## config.mk

```make
export PLATFORM = sky130hd
export DESIGN_NAME = bank64k_arbiter
export DESIGN_NICKNAME = d
export VERILOG_FILES = /design/src/rtl/bank64k_pkg.sv /design/src/rtl/bank64k_arbiter_rr_arb3.sv /design/src/rtl/bank64k_arbiter.sv
export SDC_FILE = /design/constraint.sdc
export NUM_CORES = 1
export LEC_CHECK = 0
export ABC_AREA = 1
export BUFFER_PORTS_ARGS = -buffer_cell sky130_fd_sc_hd__buf_2
export CORE_AREA = 4 4 189 191
export DETAILED_ROUTE_END_ITERATION = 12
export DIE_AREA = 0 0 193 195
export GPL_TIMING_DRIVEN = 0
export SETUP_SLACK_MARGIN = 0.3
export SYNTH_ARGS = -nofsm -noshare
export SYNTH_HDL_FRONTEND = slang
export SYNTH_SLANG_ARGS = --single-unit
```

## constraint.sdc

```tcl
create_clock -name clk -period 7.1 [get_ports clk]
set_input_delay 0.355 -clock clk [delete_from_list [all_inputs] [get_ports clk]]
set_output_delay 0.355 -clock clk [all_outputs]
set_load 0.02 [all_outputs]
```

## src/rtl/bank64k_pkg.sv

```systemverilog
// Shared types and helpers for the bank64k requester arbiter.
// Muxcode map and round-robin pointer arithmetic.
package bank64k_pkg;

    localparam int NREQ = 3;

    typedef enum logic [1:0] {
        MUX_I = 2'b00,
        MUX_D = 2'b01,
        MUX_C = 2'b10
    } bank_mux_t;

    function automatic logic [1:0] rr_next(input logic [1:0] p);
        return (p >= 2'd2) ? 2'd0 : p + 2'd1;
    endfunction

    function automatic bank_mux_t mux_of(input int k);
        bank_mux_t m;
        if (k == 0)
            m = MUX_I;
        else if (k == 1)
            m = MUX_D;
        else
            m = MUX_C;
        return m;
    endfunction

endpackage

```

## src/rtl/bank64k_arbiter_rr_arb3.sv

```systemverilog
// Three-way round-robin arbiter, purely combinational.
// Priority runs ptr, ptr+1, ptr+2 (mod 3); ptr_nxt points past the winner.
module rr_arb3
    import bank64k_pkg::*;
(
    input  logic [2:0] req,
    input  logic [1:0] ptr,
    input  logic       en_in,
    output logic [2:0] gnt,
    output logic [1:0] ptr_nxt
);

    logic [1:0] cand;

    always_comb begin
        gnt     = 3'b000;
        ptr_nxt = ptr;
        cand    = ptr;
        for (int i = 0; i < NREQ; i++) begin
            if (en_in && gnt == 3'b000 && req[cand]) begin
                gnt[cand] = 1'b1;
                ptr_nxt   = rr_next(cand);
            end
            cand = rr_next(cand);
        end
    end

endmodule

```

## src/rtl/bank64k_arbiter.sv

```systemverilog
// Shares one bank64k read port and write port between I, D and C requesters,
// registers the winning commands and returns per-requester read-valid strobes.
module bank64k_arbiter
    import bank64k_pkg::*;
#(
    parameter int w      = 64,
    parameter int a      = 10,
    parameter int RD_LAT = 2
) (
    input  logic             clk,
    input  logic             rst,
    input  logic [2:0]       rd_req,
    input  logic [3*a-1:0]   rd_addr_in,
    output logic [2:0]       rd_gnt,
    output logic [2:0]       rd_vld,
    input  logic [2:0]       wr_req,
    input  logic [3*a-1:0]   wr_addr_in,
    input  logic [3*w-1:0]   wr_data_in,
    output logic [2:0]       wr_gnt,
    output logic             bk_rd_en,
    output logic [a-1:0]     bk_rd_addr,
    output logic [1:0]       bk_rd_muxcode,
    output logic             bk_wr_en,
    output logic [a-1:0]     bk_wr_addr,
    output logic [1:0]       bk_wr_muxcode,
    output logic [w-1:0]     bk_wri,
    output logic [w-1:0]     bk_wrd,
    output logic [w-1:0]     bk_wrc
);

    logic [1:0]  rd_ptr, rd_ptr_nxt;
    logic [1:0]  wr_ptr, wr_ptr_nxt;
    logic [2:0]  rd_cand;
    logic [a-1:0] rd_sel_addr, wr_sel_addr;
    logic [w-1:0] wr_sel_data;
    bank_mux_t   rd_code, wr_code;
    logic        coll;

    logic [RD_LAT:0]       pipe_v;
    logic [RD_LAT:0][1:0]  pipe_m;

    rr_arb3 u_rd_arb (
        .req     (rd_req),
        .ptr     (rd_ptr),
        .en_in   (!rst),
        .gnt     (rd_cand),
        .ptr_nxt (rd_ptr_nxt)
    );

    rr_arb3 u_wr_arb (
        .req     (wr_req),
        .ptr     (wr_ptr),
        .en_in   (!rst),
        .gnt     (wr_gnt),
        .ptr_nxt (wr_ptr_nxt)
    );

    always_comb begin
        rd_sel_addr = '0;
        wr_sel_addr = '0;
        wr_sel_data = '0;
        rd_code     = MUX_I;
        wr_code     = MUX_I;
        for (int k = 0; k < NREQ; k++) begin
            if (rd_cand[k]) begin
                rd_sel_addr = rd_addr_in[k*a +: a];
                rd_code     = mux_of(k);
            end
            if (wr_gnt[k]) begin
                wr_sel_addr = wr_addr_in[k*a +: a];
                wr_sel_data = wr_data_in[k*w +: w];
                wr_code     = mux_of(k);
            end
        end
    end

    // Same-address read/write: the write wins, the read retries next cycle.
    assign coll   = (|rd_cand) && (|wr_gnt) && (rd_sel_addr == wr_sel_addr);
    assign rd_gnt = coll ? 3'b000 : rd_cand;

    assign rd_vld = pipe_v[RD_LAT] ? (3'b001 << pipe_m[RD_LAT]) : 3'b000;

    always_ff @(posedge clk or posedge rst) begin
        if (rst) begin
            rd_ptr        <= 2'd0;
            wr_ptr        <= 2'd0;
            bk_rd_en      <= 1'b0;
            bk_rd_addr    <= '0;
            bk_rd_muxcode <= 2'b00;
            bk_wr_en      <= 1'b0;
            bk_wr_addr    <= '0;
            bk_wr_muxcode <= 2'b00;
            bk_wri        <= '0;
            bk_wrd        <= '0;
            bk_wrc        <= '0;
            pipe_v        <= '0;
            pipe_m        <= '0;
        end else begin
            rd_ptr   <= coll ? rd_ptr : rd_ptr_nxt;
            wr_ptr   <= wr_ptr_nxt;
            bk_rd_en <= |rd_gnt;
            bk_wr_en <= |wr_gnt;
            if (|rd_gnt) begin
                bk_rd_addr    <= rd_sel_addr;
                bk_rd_muxcode <= rd_code;
            end
            if (|wr_gnt) begin
                bk_wr_addr    <= wr_sel_addr;
                bk_wr_muxcode <= wr_code;
                // Only the winner's lane moves; the others keep their value.
                unique case (wr_code)
                    MUX_I:   bk_wri <= wr_sel_data;
                    MUX_D:   bk_wrd <= wr_sel_data;
                    MUX_C:   bk_wrc <= wr_sel_data;
                    default: ;
                endcase
            end
            pipe_v <= {pipe_v[RD_LAT-1:0], |rd_gnt};
            pipe_m <= {pipe_m[RD_LAT-1:0], rd_code};
        end
    end

endmodule

```

# Word level (Yosys, flattened, before mapping)

Index checks and enable logic that the tools add are counted.

Register bits: 231
Bits of input ports: 260
Output and inout port bits: 227
Word-level logic and storage cells: 138

Add/subtract/negate cells: 6
Magnitude comparators: 18
Equality and inequality tests: 3
Shift operators: 1
Muxes and demuxes: 57
Bitwise operators: 5
Reductions and logical operators: 33

Operators with widths:

| cell                                                               | number |
|---|---|
| two-way mux 64 bit                                                 | 3 |
| two-way mux 10 bit                                                 | 6 |
| two-way mux 2 bit                                                  | 14 |
| two-way mux 3 bit                                                  | 8 |
| logical AND 1 bit                                                  | 18 |
| < comparator 2 x 3 -> 1 bit (second input constant)                | 6 |
| two-way mux 1 bit                                                  | 14 |
| adder 2 x 1 -> 2 bit (second input constant)                       | 6 |
| binary-select mux 1 bit (select 2 bit)                             | 6 |
| demux 1 bit (select 2 bit)                                         | 6 |
| greater-or-equal comparator 2 x 1 -> 1 bit (second input constant) | 6 |
| greater-or-equal comparator 2 bit (second input constant)          | 6 |
| logical NOT 3 bit                                                  | 4 |
| bitwise OR 3 bit                                                   | 4 |
| == test 10 bit                                                     | 1 |
| OR reduction 3 bit                                                 | 3 |
| AND reduction 2 bit                                                | 4 |
| nonzero test 3 bit                                                 | 2 |
| left shift 1 x 2 -> 3 bit (first input constant)                   | 1 |
| == test 2 x 1 -> 1 bit (second input constant)                     | 1 |
| == test 2 bit (second input constant)                              | 1 |
| logical NOT 2 bit                                                  | 1 |
| logical NOT 1 bit                                                  | 1 |
| NOT 1 bit                                                          | 1 |

# Longest topological paths before layout

Gate-level depths: netlist (run 1).

Word-level depth: 20
Depth in mapped cells: 24
Mapped depth without buffers: 22

# Modules after synthesis

A second synthesis (run 1) with hierarchy kept.

Cells, all modules: 1,237
Area, all modules: 10,183.5 um^2

By module, submodules not included:

| module             | times used | cells each | area an instance (um^2) | seq. area each (um^2) |
|---|---|---|---|---|
| bank64k_arbiter    | 1          | 1,130      | 9,594.2                 | 5,755.5 |
| rr_arb3 (u_wr_arb) | 1          | 54         | 314.1                   | 0.0 |
| rr_arb3 (u_rd_arb) | 1          | 53         | 275.3                   | 0.0 |

# Least setup slack after synthesis (run 1)

No wires, ideal clock.

Kind: input to output
Start point: input rst
End point: output rd_gnt[1]
Arrival time: 7.137 ns
Data required time: 6.745 ns
Setup slack: -0.392 ns
Stages: 17
Path buffers: 1
Cells stage by stage: inv_1 -> nand2_2 -> nand3_1 -> nand2_1 -> clkinv_1 -> nand2_1 -> buf_6 -> nand2_1 -> nand2_1 -> nor2_1 -> nor2_1 -> nor2_1 -> nand2_1 -> nor2_2 -> nand3_4 -> nand2_1 -> inv_1

Longest elaborated chain between the ends: 17
Elaborated cells between the ends (all ways): 37
Those cells by class: 1 x eq/ne; 13 x mux; 4 x bitwise; 19 x reduce/logical

RTL lines:

| element                                            | RTL line                                     | text |
|---|---|---|
| start: declaration                                 | bank64k_arbiter.sv:11                        | `input logic rst,` |
| logical NOT 1 bit (no line) (*)                    | n/a                                          |  |
| logical AND 1 bit                                  | bank64k_arbiter_rr_arb3.sv:20                | `if (en_in && gnt == 3'b000 && req[cand]) begin` |
| two-way mux 3 bit                                  | bank64k_arbiter_rr_arb3.sv:20                |  |
| logical NOT 3 bit                                  | bank64k_arbiter_rr_arb3.sv:20                |  |
| logical AND 1 bit (2 in a row)                     | bank64k_arbiter_rr_arb3.sv:20                |  |
| two-way mux 3 bit                                  | bank64k_arbiter_rr_arb3.sv:20                |  |
| logical NOT 3 bit                                  | bank64k_arbiter_rr_arb3.sv:20                |  |
| logical AND 1 bit (2 in a row)                     | bank64k_arbiter_rr_arb3.sv:20                |  |
| two-way mux 3 bit                                  | bank64k_arbiter_rr_arb3.sv:20                |  |
| two-way mux 10 bit (on tied branches) (3 in a row) | bank64k_arbiter.sv:65, bank64k_arbiter.sv:69 |  |
| == test 10 bit                                     | bank64k_arbiter.sv:78                        | `assign coll = (\|rd_cand) && (\|wr_gnt) && (rd_sel_addr == wr_sel_addr);` |
| logical AND 1 bit                                  | bank64k_arbiter.sv:78                        |  |
| two-way mux 3 bit (*)                              | bank64k_arbiter.sv:79                        | `assign rd_gnt = coll ? 3'b000 : rd_cand;` |
| end: declaration                                   | bank64k_arbiter.sv:14                        | `output logic [2:0] rd_gnt,` |

Mark *: on every way between the ends. The rest lies on a longest branch, timed or not.

# Worst setup path after layout (run 1)

Start point: input rst
End point: output rd_gnt[0]

Same word-level chain as after synthesis.

==> results of run 1 <==
[critical path, cell delays in order]
cell	delay, ns
sky130_fd_sc_hd__dlygate4sd3_1	0.52
sky130_fd_sc_hd__buf_2	0.17
sky130_fd_sc_hd__clkinvlp_4	0.43
sky130_fd_sc_hd__buf_12	0.35
sky130_fd_sc_hd__nand2_2	0.14
sky130_fd_sc_hd__nand3_1	0.11
sky130_fd_sc_hd__nand2_1	0.09
sky130_fd_sc_hd__inv_1	0.07
sky130_fd_sc_hd__nand2_4	0.08
sky130_fd_sc_hd__buf_6	0.17
sky130_fd_sc_hd__nand2_1	0.06
sky130_fd_sc_hd__nand2_1	0.05
sky130_fd_sc_hd__nand3_1	0.20
sky130_fd_sc_hd__xnor2_1	0.22
sky130_fd_sc_hd__nand2_1	0.11
sky130_fd_sc_hd__nor2_4	0.11
sky130_fd_sc_hd__nand3_4	0.11
sky130_fd_sc_hd__nand2_1	0.14
sky130_fd_sc_hd__inv_1	0.06
sky130_fd_sc_hd__buf_2	0.15
[power by group through the flow]
stage,clock network (uW),registers [uW],logic (uW)
3_5_place_dp,0,2290,3990
6_report,1380,2290,4030
2_1_floorplan,0,2990,1840
4_1_cts,1430,2290,4070
3_3_place_gp,0,2280,3930
5_1_grt,1490,2360,4450
[flip-flops by register name (all words and copies together) (netlist names)]
signal	flops
bk_rd_addr	10
bk_rd_muxcode	2
bk_wr_addr	10
bk_wr_en	1
bk_wr_muxcode	2
bk_wrc	64
bk_wrd	64
bk_wri	64
pipe_m	6
pipe_v	3
rd_ptr	2
wr_ptr	2
[routing by layer]
layer	routed length, um	part of all wire [%]
met4	1166	3.1
met3	3189	8.4
met5	0	0
met1	14110	37
met2	19520	51
[kinds of logic after synthesis]
logic type                synth area share, %
and+or+nand+nor                         34.92
DFF                                     58.18
AOI/OAI and AO/OA                      0.9485
buffers and inverters                   5.868
xor gates and xnor gates              0.08855
[cells in the final DEF (no fill, tap or decap)]
cell type and instances:
sky130_fd_sc_hd__dfrtp_1 230, sky130_fd_sc_hd__nand2_2 18, sky130_fd_sc_hd__inv_1 53, sky130_fd_sc_hd__clkinv_2 4, sky130_fd_sc_hd__buf_2 487, sky130_fd_sc_hd__nor2_4 8, sky130_fd_sc_hd__clkbuf_8 4, sky130_fd_sc_hd__nand4_2 1
sky130_fd_sc_hd__or2_1 6, sky130_fd_sc_hd__nand2_1 727, sky130_fd_sc_hd__or2_0 1, sky130_fd_sc_hd__a21oi_1 2, sky130_fd_sc_hd__clkinv_1 3, sky130_fd_sc_hd__o21ai_1 2, sky130_fd_sc_hd__nor3b_1 1, sky130_fd_sc_hd__nor3_1 1
sky130_fd_sc_hd__diode_2 2, sky130_fd_sc_hd__inv_2 18, sky130_fd_sc_hd__nand3_4 1, sky130_fd_sc_hd__buf_1 7, sky130_fd_sc_hd__inv_16 1, sky130_fd_sc_hd__clkbuf_1 42, sky130_fd_sc_hd__nand3b_1 1, sky130_fd_sc_hd__a31o_2 5
sky130_fd_sc_hd__nand4_1 2, sky130_fd_sc_hd__clkinv_4 2, sky130_fd_sc_hd__bufinv_16 2, sky130_fd_sc_hd__nand2_4 3, sky130_fd_sc_hd__buf_12 7, sky130_fd_sc_hd__xnor2_1 1, sky130_fd_sc_hd__dlygate4sd3_1 171, sky130_fd_sc_hd__buf_4 2
sky130_fd_sc_hd__nand3_2 6, sky130_fd_sc_hd__nand3_1 43, sky130_fd_sc_hd__o21ai_0 6, sky130_fd_sc_hd__clkinvlp_4 3, sky130_fd_sc_hd__nor2_1 22, sky130_fd_sc_hd__nor2_2 4, sky130_fd_sc_hd__buf_6 8, sky130_fd_sc_hd__clkbuf_16 27
[layout make-up]
class / count / area [um2]
tap: 455 / 569.3
fill: 3306 / 18500
buffer: 57 / 299.0
antenna: 2 / 5.005
sequential: 230 / 5756
multi-input combinational: 861 / 3557
inverter: 75 / 285.3
clock inverter: 11 / 132.6
clock buffer: 35 / 745.7
timing repair buffer: 663 / 4264
[stage by stage]
stage / worst slack (ns) / util, % / instances
floorplan: 1.167 / - / 1223
global placement: -1.132 / 37.81 / 2164
detailed placement: 3.508 / 38.16 / 2170
CTS: 2.987 / 45.75 / 2387
global route: 2.683 / 45.76 / 2389
finish: 3.023 / 45.76 / 2389
[path summary, 6_finish.rpt]
| check | to | slack, ns | depth (start not counted) |
|---|---|---|---|
| setup / recovery | rd_gnt[0] | 3.02 | 20 |
| hold / removal | bk_wri[9]$_DFFE_PP0P_ | 0.03 | 3 |
| setup reg to reg | bk_wri[21]$_DFFE_PP0P_ | 4.09 | 15 |
| hold reg to reg | pipe_m[5]$_DFF_PP0_ | 0.35 | 0 |
| max in group asynchronous | bk_wrd[58]$_DFFE_PP0P_ | 5.56 | 6 |
| min in group asynchronous | bk_wri[5]$_DFFE_PP0P_ | 0.42 | 3 |
==> metrics.md, run 1 <==
| Metric | Value |
|---|---|
| Status | `complete, no violations` |
| Yosys top cell by area | `sky130_fd_sc_hd__dfrtp_1` |
| Startpoint types | `input pin` |
| Num CTS Buffers | `27` |
| Avg WL per Cell | `15.90 um` |
| Minimum clock period after layout | `~4.1 ns` |
| Sequential area share after synthesis | `between 50% and 60%` |
| Post-Synthesis Net Count | `about 1500` |
| Arrival time at the worst endpoint | `3.72 ns` |
| Area share of the largest cell type after synthesis | `58.18%` |
| Crit Path Class | `input pin to primary output` |
| Smallest hold slack | `just under 0.03 ns` |
| Num ports | `487` |
| Worst vdd rail ir drop | `0.2847 mV` |
| Instance area at placement | `between 0.01 and 0.015 mm2` |
| Internal cell power | `roughly 4000 uW` |
| Total leakage power | `0.008966 uW` |
| Req. time, crit path | `~6.7 ns` |
| HPWL after detailed placement | `~28000 um` |
| Switching power as a share of total power | `47.43%` |
| Cell types with the largest area share after synthesis | `sky130_fd_sc_hd__dfrtp_1 (58%), sky130_fd_sc_hd__nand2_1 (28%), sky130_fd_sc_hd__nand3_1 (2.2%)` |
| Register bit total from synthesis | `230` |
| Max-cap viol count | `0` |
| Setup crit end kind | `primary output` |
| Die boundary width | `a little under 200 um` |
| Share of total power in sequential cells | `between 20% and 30%` |
| R2r startpoint | `wr_ptr[1]$_DFFE_PP0P_` |
| Detailed-route via count | `~10000` |
| Part of the power in the clock network | `between 15 and 20%` |
| RSZ-0062 raised after global routing | `false` |
| Last weighted congestion value of the routability-driven placer | `roughly 0.84` |
| Count of buffers from port buffering | `486` |
| Pwr dens | `between 400 and 500 mW/mm2` |
| Sink Count | `230` |
| Gate count of the mapped netlist | `1223` |
| Maximum number of pins on one net before global-route repair | `42` |
| Residual DRC | `0` |
| Crit share post-route | `roughly 57%` |
| Grt total ovfl | `0` |
| Floorplan row count | `68` |
| Initial antenna violation count | `2` |
| Largest fanout on the critical path | `29` |
| Number of global-route vias before repair | `~11000` |
| H-Tree Level Count | `1` |
| Core footprint | `about 0.034 mm2` |
| Met3 routing resource usage after global routing | `between 5 and 6%` |
| Initial standard-cell utilization of the core | `a little under 30%` |
| Fraction of synthesis flops using an asynchronous set or reset pin | `100.0%` |
| Remaining antenna violation count | `0` |
| Comb pwr share | `a little over half` |
| Worst clock skew on the final layout | `approximately 0.011 ns` |
| Number of max-slew violations in the final report | `0` |
| Synthesis-to-finish area growth | `57.82%` |
| Routing usage on met1 | `around a fifth` |
| Layer with the highest usage | `met2` |
| Setup fix buffers added after clock tree synthesis | `0` |
| Layout cells sized above 1 | `between 30% and 40%` |
| Most used DFF post-synth | `sky130_fd_sc_hd__dfrtp_1` |
| Slew headroom | `between 40% and 50%` |
| Count of synthesis-stage warnings from yosys | `0` |
| Maximum buffer depth of the clock tree | `3` |
| Net switching power | `3652 uW` |
| Transition at the pin with the smallest max-transition slack | `a little under 0.8 ns` |
| Met2 track utilization from global routing | `35.35%` |
| Final cell area excluding filler cells | `0.01561 mm2` |
| Startpoint of the worst hold path | `wr_data_in[9]` |
| Total wire length | `37980 um` |
| First-pass DRT Iterations | `5` |
| Mean Syn Cell Area | `8.089 um2` |
| Cell Area, Synth | `approximately 0.01 mm2` |
| Clk slew on worst S/H paths | `0.06 ns` |
| Drt initial violations | `between 300 and 400` |
| Clock tree from TritonCTS | `built` |
| Final count of hold timing violations | `0` |
| Count of flip-flops with a built-in enable after synthesis | `0` |
| Most used standard cell by instance count after synthesis | `sky130_fd_sc_hd__nand2_1` |
| Most used standard cells in the synthesized netlist | `sky130_fd_sc_hd__nand2_1 (727), sky130_fd_sc_hd__dfrtp_1 (230), sky130_fd_sc_hd__inv_1 (54)` |
| Nets | `about 2200` |
| Sum Neg Setup Slack | `0 ns` |
| Global-route wire length before repair | `around 57000 um` |
| Die area | `about 0.038 mm2` |
| Per-cell via count in the routed design | `between 4 and 5` |
| Overall Global Routing Usage | `a little under a fifth` |
| Cts-stage hold buffer count | `around 170` |
| Maximum clock rate | `roughly 250 MHz` |
| Worst skew pair latency | `~0.55 ns` |
| Launching element of the worst setup path | `rst` |
| Root buffer cell | `sky130_fd_sc_hd__clkbuf_16` |
| Tightest Hold Check Type | `input pin to flop` |
| Total of cells resized after clock tree synthesis | `0` |
| Die Height | `195 um` |
| Post-layout power | `approximately 7700 uW` |
| Setup violation total in the final timing report | `0` |
| Synth unique cells | `31` |
Note: power is estimated with default switching activity, not from simulation.
==> inputs of run 2 (changes only) <==
- ABC_AREA: 1 -> 0
- CORE_AREA: 4 4 189 191 -> 4 4 186 188
- DIE_AREA: 0 0 193 195 -> 0 0 190 192
- clock period: 7.1 -> 3.74 ns (I/O delays scaled with it)
==> run 2 against run 1 <==
Against the previous run:
- global-route usage fell by 0.52 points
- sequential cell count stayed put
- critical path depth shrank 11
- clock skew is 0.0014 ns lower
- cell area increased by 0.99%
- final cell count decreased by 12%
- synthesized cell count shrank 24%
- wire length is 4.8% lower
- register-to-register slack worse by 3.3 ns
- non-clock buffer count grew 25
- clock-buffer cell count is 4 higher
- via count is 6.2% lower
- critical path type is now flop to primary output
- critical endpoint is now rd_gnt[1]
==> metrics.md, run 2 <==
| Metric | Value |
|---|---|
| Status | `complete, no violations` |
| Comb pwr share | `40.3%` |
| Cell Area, Synth | `about 0.0095 mm2` |
| Area share of the largest cell type after synthesis | `60.43%` |
| Total wire length | `between 30000 and 40000 um` |
| Detailed-route via count | `9697` |
| Number of cells on the worst reg-to-reg path | `11` |
| Nets | `between 1500 and 2000` |
| Post-Synthesis Net Count | `1185` |
| Synthesis-to-finish area growth | `65.55%` |
| Filler Cells Inserted | `roughly 3000` |
| Ordered list of cells on the worst path | `buf_4 -> o31a_4 -> o311ai_4 -> or3_1 -> nand4_1 -> nor4_4 -> nand2_1 -> and2_1 -> buf_2` |
| Num ports | `487` |
| Initial standard-cell utilization of the core | `between 20% and 30%` |
| Layout cells sized above 1 | `between 30% and 40%` |
| CP max stage delay | `~0.44 ns` |
| Last weighted congestion value of the routability-driven placer | `0.8224` |
| Part of the power in the clock network | `approximately 24%` |
| Fin worst setup slack | `0.4408 ns` |
| Register bit total from synthesis | `between 200 and 250` |
| Die Height | `~190 um` |
| Clk slew on worst S/H paths | `about 0.060 ns` |
| Worst vdd rail ir drop | `approximately 0.44 mV` |
| Grt total ovfl | `0` |
| Remaining antenna violation count | `0` |
| Cell types with the largest area share after synthesis | `sky130_fd_sc_hd__dfrtp_1 (60%), sky130_fd_sc_hd__nand2_1 (16%), sky130_fd_sc_hd__mux2_2 (8.2%)` |
| Final count of hold timing violations | `0` |
| Overall Global Routing Usage | `between 15 and 20%` |
| Fraction of synthesis flops using an asynchronous set or reset pin | `100.0%` |
| CP delay by family, top | `simple AND/OR/NAND/NOR gates` |
| Clock tree from TritonCTS | `built` |
| First-pass DRT Iterations | `5` |
| Number of global-route vias before repair | `around 10000` |
| Internal cell power | `just under 7000 uW` |
| Crit Path Class | `flop to primary output` |
| Total leakage power | `around 0.0082 uW` |
| Maximum clock rate | `~300 MHz` |
| Die boundary width | `~190 um` |
| Req. time, crit path | `approximately 3.6 ns` |
| H-Tree Level Count | `1` |
| Setup slack of the most critical reg-to-reg path | `0.78 ns` |
| Sink Count | `230` |
| Avg WL per Cell | `around 17 um` |
| Largest fanout on the critical path | `10` |
| Startpoint types | `flop` |
| Tightest Hold Check Type | `input pin to flop` |
| R2r startpoint | `wr_ptr[0]$_DFFE_PP0P_` |
| Most used standard cells in the synthesized netlist | `sky130_fd_sc_hd__nand2_1 (404), sky130_fd_sc_hd__dfrtp_1 (230), sky130_fd_sc_hd__mux2_2 (69)` |
| Num CTS Buffers | `26` |
| Biggest registers after layout | `bk_wrc: 64 flops, bk_wrd: 64 flops, bk_wri: 64 flops` |
| Per-cell via count in the routed design | `approximately 4.6` |
| Setup violation total in the final timing report | `0` |
| Most used standard cell by instance count after synthesis | `sky130_fd_sc_hd__nand2_1` |
| Drt initial violations | `between 400 and 500` |
| Transition at the pin with the smallest max-transition slack | `around 0.89 ns` |
| Place WS | `-0.4175 ns` |
| Net switching power | `4493 uW` |
| Max-cap viol count | `0` |
| Critical Path Stages | `9` |
| Crit share post-route | `approximately 88%` |
| HPWL after detailed placement | `roughly 25000 um` |
| Slowest cell on the critical path | `sky130_fd_sc_hd__o31a_4` |
| Count of flip-flops with a built-in enable after synthesis | `0` |
| Setup crit end kind | `primary output` |
| Gate count of the mapped netlist | `slightly above 900` |
| Residual DRC | `0` |
| Count of buffers from port buffering | `between 400 and 500` |
| Maximum buffer depth of the clock tree | `3` |
| Launching element of the worst setup path | `rd_ptr[1]$_DFFE_PP0P_` |
| Layout Utilization | `a little under half` |
| Reg-to-reg critical path endpoint | `bk_rd_addr[0]$_DFFE_PP0P_` |
| Minimum clock period after layout | `around 3.3 ns` |
| Most used DFF post-synth | `sky130_fd_sc_hd__dfrtp_1` |
| Endpoint of the most critical setup path | `rd_gnt[1]` |
| Smallest hold slack | `0.01571 ns` |
| Arrival time at the worst endpoint | `slightly above 3 ns` |
| Synth unique cells | `50` |
| Switching power as a share of total power | `39.23%` |
| Die area | `roughly 0.036 mm2` |
| RSZ-0062 raised after global routing | `false` |
| Bufs and invs on worst path | `2` |
| Sequential area share after synthesis | `between 60 and 70%` |
| Mean Syn Cell Area | `slightly above 10 um2` |
| Number of max-slew violations in the final report | `0` |
| Yosys top cell by area | `sky130_fd_sc_hd__dfrtp_1` |
| Worst clock skew on the final layout | `roughly 0.0095 ns` |
| Maximum number of pins on one net before global-route repair | `66` |
| Worst skew pair latency | `between 0.5 and 0.6 ns` |
| Initial antenna violation count | `2` |
| Root buffer cell | `sky130_fd_sc_hd__clkbuf_16` |
| Floorplan row count | `67` |
| Pwr dens | `between 700 and 800 mW/mm2` |
| Commonest cells after routing, fill and taps aside | `sky130_fd_sc_hd__buf_2 (488), sky130_fd_sc_hd__nand2_1 (403), sky130_fd_sc_hd__dfrtp_1 (230), sky130_fd_sc_hd__dlygate4sd3_1 (194), sky130_fd_sc_hd__mux2_2 (69)` |
| Core footprint | `0.03311 mm2` |
| Count of synthesis-stage warnings from yosys | `0` |
| Slew headroom | `between 40 and 50%` |
| Share of total power in sequential cells | `35.4%` |
| Commonest non-fill, non-tap cell in the layout | `sky130_fd_sc_hd__buf_2` |
| Global-route wire length before repair | `about 55000 um` |
==> run 2: changes by cell type in the layout (fill, tap and decap cells not counted), sizes merged, moves of 23 or more <==
cell / before / now
nand3: 50 / 1
nand2: 748 / 404
mux2: 0 / 72
inv: 72 / 19
dlygate4sd3: 171 / 194
nor2: 34 / 11
==> run 2: cells by family (layout without fill, tap and decap cells) <==
| family | Yosys count | after routing | synth area share (%) |
|---|---|---|---|
| AOI/OAI and AO/OA | 95 | 95 | 7.975 |
| muxes | 75 | 75 | 8.946 |
| other | 0 | 1 | 0 |
| and+or+nand+nor | 450 | 450 | 19.10 |
| buffers and inverters | 72 | 812 | 3.271 |
| xor gates and xnor gates | 3 | 3 | 0.2759 |
| DFF | 230 | 230 | 60.43 |
==> run 2: worst min-delay path, delay by kind of cell <==
kind	cells	cell delay (ns)
buf+inv	1	0.08
compound gates	2	0.23
==> run 2: final cells by class <==
type / count / area [um2] / share of cell area (%)
diodes: 1 / 2.502 / 0.01587
plain buffers: 54 / 251.5 / 1.595
clock buffers: 39 / 790.8 / 5.015
clock inverters: 9 / 153.9 / 0.9760
inverters: 18 / 83.83 / 0.5317
multi-input cells: 623 / 3571 / 22.65
flip-flops and latches: 230 / 5756 / 36.50
well taps: 448 / 560.5 / 3.555
repair buffers: 691 / 4589 / 29.11
repair inverters: 1 / 8.758 / 0.05555
==> run 2: power groups by stage <==
| stage | sequential, uW | combinational (uW) | clock, uW |
|---|---|---|---|
| 2_1_floorplan | 5260 | 1410 | 0 |
| 3_3_place_gp | 4020 | 4310 | 0 |
| 3_5_place_dp | 4060 | 4350 | 0 |
| 4_1_cts | 4030 | 4580 | 2860 |
| 5_1_grt | 4180 | 4960 | 2960 |
| 6_report | 4060 | 4620 | 2780 |
==> run 2: routing by layer <==
metal | GRT usage, % | wire length (um)
met1 | 22.32 | 14010
met2 | 32.07 | 17900
met3 | 4.598 | 2885
met4 | 7.206 | 1362
met5 | 0 | 16
==> run 2: per-stage QoR <==
step	setup TNS, ns	cell area, um2	power, uW	instances
3_3_place_gp	-19.54	12510	8331	1856
2_1_floorplan	0	9532	6669	925
4_1_cts	0	15660	11460	2105
5_1_grt	0	15770	12100	2114
3_5_place_dp	-5.029	12540	8412	1857
6_report	0	15770	11450	2114
==> run 2: how the worst min path moves through the flow <==
| stage | from | endpoint | slack, ns | depth (start not counted) |
|---|---|---|---|---|
| 5_1_grt | wr_addr_in[11] | bk_wr_addr[1]$_DFFE_PP0P_ | 0.02 | 3 |
| 2_1_floorplan | wr_data_in[64] | bk_wrd[0]$_DFFE_PP0P_ | 0.29 | 2 |
| 6_report | wr_addr_in[16] | bk_wr_addr[6]$_DFFE_PP0P_ | 0.02 | 3 |
| 3_5_place_dp | pipe_m[3]$_DFF_PP0_ | pipe_m[5]$_DFF_PP0_ | 0.33 | 0 |
| 3_3_place_gp | pipe_v[1]$_DFF_PP0_ | pipe_v[2]$_DFF_PP0_ | 0.33 | 0 |
| 4_1_cts | wr_addr_in[16] | bk_wr_addr[6]$_DFFE_PP0P_ | 0.006 | 3 |
==> run 2: what timing repair did <==
item                       4_1_cts  5_1_grt
buffers inserted                 0        8
hold buffers                   198        0
gates cloned                     2        0
setup endpoints to repair       10        3
resized for setup               14        7
hold endpoints to repair       295        0
pin swaps                        1        5
